[src/rtl/cachepool_axi_rd_arbiter.sv]
// Two-source AXI read arbiter with a single-entry AR buffer and R routing.
// Round-robin AR grant with per-source burst limits; R is routed by the ID MSB.
//
// Ports:
//   clk_i, rst_i          : clock, async active-high reset
//   s0_ar_*, s1_ar_*      : source AR channels (valid/ready, addr, id, len)
//   m_ar_*                : master AR channel, driven only from the buffer
//   m_r_*                 : master R channel (id MSB selects the source)
//   s0_r_*, s1_r_*        : source R channels (combinational pass-through)
//   busy_o                : request buffered or any burst outstanding
//   unexp_r_o             : sticky, last beat returned to an idle source
module cachepool_axi_rd_arbiter #(
    parameter int AddrWidth      = 48,
    parameter int DataWidth      = 512,
    parameter int IdWidth        = 6,
    parameter int MaxOutstanding = 4
) (
    input  logic                 clk_i,
    input  logic                 rst_i,

    input  logic                 s0_ar_valid,
    output logic                 s0_ar_ready,
    input  logic [AddrWidth-1:0] s0_ar_addr,
    input  logic [IdWidth-1:0]   s0_ar_id,
    input  logic [7:0]           s0_ar_len,

    input  logic                 s1_ar_valid,
    output logic                 s1_ar_ready,
    input  logic [AddrWidth-1:0] s1_ar_addr,
    input  logic [IdWidth-1:0]   s1_ar_id,
    input  logic [7:0]           s1_ar_len,

    output logic                 m_ar_valid,
    input  logic                 m_ar_ready,
    output logic [AddrWidth-1:0] m_ar_addr,
    output logic [IdWidth:0]     m_ar_id,
    output logic [7:0]           m_ar_len,

    input  logic                 m_r_valid,
    output logic                 m_r_ready,
    input  logic [DataWidth-1:0] m_r_data,
    input  logic [IdWidth:0]     m_r_id,
    input  logic [1:0]           m_r_resp,
    input  logic                 m_r_last,

    output logic                 s0_r_valid,
    input  logic                 s0_r_ready,
    output logic [DataWidth-1:0] s0_r_data,
    output logic [IdWidth-1:0]   s0_r_id,
    output logic [1:0]           s0_r_resp,
    output logic                 s0_r_last,

    output logic                 s1_r_valid,
    input  logic                 s1_r_ready,
    output logic [DataWidth-1:0] s1_r_data,
    output logic [IdWidth-1:0]   s1_r_id,
    output logic [1:0]           s1_r_resp,
    output logic                 s1_r_last,

    output logic                 busy_o,
    output logic                 unexp_r_o
);

    localparam int CntW = $clog2(MaxOutstanding + 1);
    localparam logic [CntW-1:0] CntMax = CntW'(MaxOutstanding);

    logic                 buf_valid;
    logic [AddrWidth-1:0] buf_addr;
    logic [IdWidth:0]     buf_id;
    logic [7:0]           buf_len;

    logic                 rr_ptr;
    logic [CntW-1:0]      cnt0;
    logic [CntW-1:0]      cnt1;
    logic                 unexp_q;

    logic elig0, elig1;
    logic loadable;
    logic gnt0, gnt1;
    logic r_sel;
    logic last0, last1;
    logic dec0, dec1;

    // Grant logic
    assign elig0    = s0_ar_valid && (cnt0 < CntMax);
    assign elig1    = s1_ar_valid && (cnt1 < CntMax);
    assign loadable = !buf_valid || m_ar_ready;

    // Held low during reset so no source sees a phantom accept.
    assign gnt0 = !rst_i && loadable && elig0 && (!elig1 || !rr_ptr);
    assign gnt1 = !rst_i && loadable && elig1 && (!elig0 ||  rr_ptr);

    assign s0_ar_ready = gnt0;
    assign s1_ar_ready = gnt1;

    assign m_ar_valid = buf_valid;
    assign m_ar_addr  = buf_addr;
    assign m_ar_id    = buf_id;
    assign m_ar_len   = buf_len;

    // R routing
    assign r_sel = m_r_id[IdWidth];

    assign s0_r_valid = m_r_valid && !r_sel;
    assign s1_r_valid = m_r_valid &&  r_sel;
    assign m_r_ready  = r_sel ? s1_r_ready : s0_r_ready;

    assign s0_r_data = m_r_data;
    assign s1_r_data = m_r_data;
    assign s0_r_id   = m_r_id[IdWidth-1:0];
    assign s1_r_id   = m_r_id[IdWidth-1:0];
    assign s0_r_resp = m_r_resp;
    assign s1_r_resp = m_r_resp;
    assign s0_r_last = m_r_last;
    assign s1_r_last = m_r_last;

    assign last0 = s0_r_valid && s0_r_ready && m_r_last;
    assign last1 = s1_r_valid && s1_r_ready && m_r_last;

    // A last beat to an idle source is flagged, never counted.
    assign dec0 = last0 && (cnt0 != '0);
    assign dec1 = last1 && (cnt1 != '0);

    // AR buffer; a grant in the handshake cycle refills it back-to-back.
    always_ff @(posedge clk_i or posedge rst_i) begin
        if (rst_i) begin
            buf_valid <= 1'b0;
            buf_addr  <= '0;
            buf_id    <= '0;
            buf_len   <= '0;
        end else if (gnt0) begin
            buf_valid <= 1'b1;
            buf_addr  <= s0_ar_addr;
            buf_id    <= {1'b0, s0_ar_id};
            buf_len   <= s0_ar_len;
        end else if (gnt1) begin
            buf_valid <= 1'b1;
            buf_addr  <= s1_ar_addr;
            buf_id    <= {1'b1, s1_ar_id};
            buf_len   <= s1_ar_len;
        end else if (m_ar_ready) begin
            buf_valid <= 1'b0;
        end
    end

    // Round-robin pointer favours the source not just granted.
    always_ff @(posedge clk_i or posedge rst_i) begin
        if (rst_i) begin
            rr_ptr <= 1'b0;
        end else if (gnt0) begin
            rr_ptr <= 1'b1;
        end else if (gnt1) begin
            rr_ptr <= 1'b0;
        end
    end

    // Outstanding counters
    always_ff @(posedge clk_i or posedge rst_i) begin
        if (rst_i) begin
            cnt0 <= '0;
            cnt1 <= '0;
        end else begin
            case ({gnt0, dec0})
                2'b10:   cnt0 <= cnt0 + 1'b1;
                2'b01:   cnt0 <= cnt0 - 1'b1;
                default: cnt0 <= cnt0;
            endcase
            case ({gnt1, dec1})
                2'b10:   cnt1 <= cnt1 + 1'b1;
                2'b01:   cnt1 <= cnt1 - 1'b1;
                default: cnt1 <= cnt1;
            endcase
        end
    end

    always_ff @(posedge clk_i or posedge rst_i) begin
        if (rst_i) begin
            unexp_q <= 1'b0;
        end else if ((last0 && cnt0 == '0) || (last1 && cnt1 == '0)) begin
            unexp_q <= 1'b1;
        end
    end

    assign unexp_r_o = unexp_q;
    assign busy_o    = buf_valid || (cnt0 != '0) || (cnt1 != '0);

endmodule
[config.mk]
export PLATFORM = sky130hd
export DESIGN_NAME = cachepool_axi_rd_arbiter
export DESIGN_NICKNAME = d
export VERILOG_FILES = /design/src/rtl/cachepool_axi_rd_arbiter.sv
export SDC_FILE = /design/constraint.sdc
export NUM_CORES = 1
export LEC_CHECK = 0
export ABC_AREA = 1
export BUFFER_PORTS_ARGS = -buffer_cell sky130_fd_sc_hd__buf_2
export CAP_MARGIN = 25
export CORE_AREA = 2 2 696 698
export DETAILED_ROUTE_END_ITERATION = 16
export DIE_AREA = 0 0 698 700
export PLACE_DENSITY = 0.3
export SKIP_LAST_GASP = 1
export SYNTH_ARGS = -nofsm -noshare
export SYNTH_HDL_FRONTEND = slang
export SYNTH_SLANG_ARGS = --single-unit
[constraint.sdc]
create_clock -name clk_i -period 5.65 [get_ports clk_i]
set_input_delay 0 -clock clk_i [delete_from_list [all_inputs] [get_ports clk_i]]
set_output_delay 0 -clock clk_i [all_outputs]
set_load 0.02 [all_outputs]
==> impl_metrics.json <==
{
  "crit_family": "simple AND/OR/NAND/NOR gates",
  "grt_max_degree": 66,
  "drc": 0,
  "async_flop_share": 1.00,
  "drive_above_1_share": 0.265,
  "arrival_ps": 4240,
  "die_w_um": 698,
  "worst_slew_pin_slew_ps": 869,
  "p_leak_nw": 3.91,
  "ios": 1767,
  "critPathMostFrequentCell": "buf_4",
  "max-cap-violations": 0,
  "ff_latch_area_um2": 1800,
  "cts_tree": "done",
  "clock_latency_ps": 420,
  "wl_um": 287000,
  "grt_antenna_before_repair": 69,
  "total_power_mw": 3.36,
  "h-tree-depth": 3,
  "syn-cell-area_um2": 12100,
  "crit_slowest_cell": "nand2_4",
  "synth.top_cell.area_share": 0.646,
  "worstSetupPathType": "reg2reg",
  "finalCriticalPeriod_ps": 3890,
  "postSynthAreaPerCell_um2": 7.34,
  "slew_headroom": 0.421,
  "grt_pass1_wl_um": 310000,
  "critPathCaptureType": "register",
  "rsz0062_at_grt": "no",
  "drtPass1Iterations": 5,
  "synthTopCellsByArea": "buf_4, dfrtp_1, nand3_1",
  "synth-seq-cells": 72,
  "die-area_um2": 489000,
  "cp-start-kind": "register",
  "ir_drop_uv": 142,
  "dpl.cell_count": 7204,
  "powerDensity_nw_per_um2": 227,
  "final_nets": 1561,
  "die_h_um": 700,
  "critical_path.startpoint": "m_ar_valid",
  "rows": 255,
  "synthMostInstantiatedCell": "buf_4",
  "hold_viol": 0,
  "routabilityCongestion": 0.694,
  "yosys_most_used_dff": "dfrtp_1",
  "tns_ps": 0,
  "finalSetupViolCount": 0,
  "first_global_vias": 8134,
  "cpPeakStageDelay_ps": 710,
  "multi_input_area_um2": 1810,
  "ys_warn_count": 0,
  "slew_viol_final": 0,
  "ant_nets": 0,
  "synth.distinct_cells": 22,
  "viasPerCell": 1.18,
  "finClkSkew_ps": 13.5,
  "numClockSinks": 72,
  "critPathBufInv": 3,
  "grt_usage": 0.113,
  "vias": 8655,
  "reg2reg_slack_ps": 1760,
  "synth-edff-count": 0,
  "drt-initial-drc-count": 726,
  "min_path_type": "in2out",
  "synthCells": 1650,
  "required_ps": 6000,
  "n_fill_cell": 57700,
  "period_share": 0.689,
  "outcome": "completed",
  "start_util": 0.0252,
  "yosysSeqAreaShare": 0.149,
  "syn_to_final_growth_pct": 22.1,
  "cts_made_buffers": 9,
  "cp_cell_sequence": "a21oi_4, buf_4, nand3_4, nand2_4, buf_4, nand3_1, dlygate4sd3_1, nand2_1",
  "post_drt_wl_per_cell_um": 39.0,
  "r2r_start": "m_ar_valid",
  "hpwl_um": 270000,
  "core_area_um2": 481000,
  "portBuffers": 206,
  "worst_setup_hold_path_clk_slew_ps": 80,
  "cts_root_buffer": "clkbuf_16",
  "clk_path_buf_depth": 2,
  "fin_cells": 7354,
  "holdCritStartpoint": "m_r_data[133]",
  "grt_overflow": 0,
  "synth_largest_area_cell": "buf_4",
  "synth_commonest_cells": "buf_4, inv_1, nand2_1, nand3_1, dfrtp_1",
  "syn_nets": 2308,
  "fmax_mhz": 257,
  "crit_fanout": 36
}
-- layout by cell type, fill, tap and decap left out, types with 2 or more instances in the layout --
master and count:
ha_1 2, mux2_2 2, clkbuf_8 2, diode_2 22, clkbuf_16 9, a21oi_1 2, nand2_1 130, dlygate4sd3_1 113
nand3_1 129, o21ai_0 5, fa_1 2, nand4_1 63, buf_4 10, dfrtp_1 72, nand3_4 3, xor2_1 2
inv_1 138, xnor2_1 2, nor2_1 5, clkinvlp_4 2, buf_2 206
-- routing by layer --
layer,vias up,share of wire,global-route usage
li1,2549,-,-
met4,22,0.042,0.0393
met5,-,0.0025,0.0110
met1,3413,0.15,0.0473
met3,361,0.38,0.203
met2,2310,0.43,0.173
-- path summary, 6_finish.rpt --
check / cells after the start / endpoint
worst max-delay path: 8 / m_ar_addr[44]
worst max register to register: 8 / m_ar_addr[44]
worst min-delay path: 0 / s0_r_data[133]
worst min register to register: 1 / cnt0[0]
max in group asynchronous: 4 / m_ar_len[1]
min in group asynchronous: 3 / m_ar_valid
-- worst register-to-register path, stage by stage, from the launching register on --
cell and delay (ps):
dfrtp_1 440, a21oi_4 150, buf_4 410, nand3_4 670
nand2_4 730, buf_4 520, nand3_1 260, dlygate4sd3_1 600
nand2_1 60
-- sequential cells by signal, indices dropped and copies added (netlist names) --
register,count
unexp_r_o,1
m_ar_id,7
m_ar_valid,1
m_ar_addr,48
rr_ptr,1
m_ar_len,8
cnt1,3
cnt0,3
-- through the flow --
| step | hold slack [ps] | cell area, um2 | setup WS (ps) | utilization |
|---|---|---|---|---|
| 6_report | 0.0129 | 14800 | 1760 | 0.0307 |
| 5_1_grt | 0.0522 | 14800 | 1360 | 0.0307 |
| 4_1_cts | 0.264 | 14700 | 1550 | 0.0306 |
| 3_5_place_dp | 0.264 | 13300 | 2080 | 0.0276 |
| 3_3_place_gp | 0.264 | 13300 | 2140 | 0.0276 |
| 2_1_floorplan | 87.0 | 12100 | 3430 | - |
-- where the power goes --
group	switching [mW]	internal [mW]	total, mW
Combinational	1.18	0.517	1.70
Sequential	0.177	0.759	0.936
Clock	0.358	0.367	0.725
-- cell type report --
cell class                 count  share of cell area
sequential                    72               0.122
antenna                       22             0.00373
timing repair buffer         329               0.151
inverter                     139              0.0357
clock inverter                 4             0.00364
clock buffer                  11              0.0171
tap                         6425               0.544
multi-input combinational    352               0.122
-- cell families (layout without fill, tap and decap cells) --
| group | count (synthesis) | after routing | share of synthesized area |
|---|---|---|---|
| compound gates | 9 | 9 | 0.00476 |
| xor+xnor | 4 | 4 | 0.00289 |
| fa+ha+maj | 4 | 4 | 0.00538 |
| buf+inv | 1226 | 483 | 0.705 |
| flops | 72 | 72 | 0.149 |
| mux | 2 | 2 | 0.00186 |
| other cells | 0 | 22 | 0 |
| simple gates | 333 | 333 | 0.131 |
-- timing repair --
| action | CTS | global route |
|---|---|---|
| endpoints found under the hold margin | 98 | 0 |
| hold buffers | 113 | 0 |
| gates resized for setup | 0 | 0 |
| buffers inserted | 0 | 0 |
(Power assumes the default switching activity.)
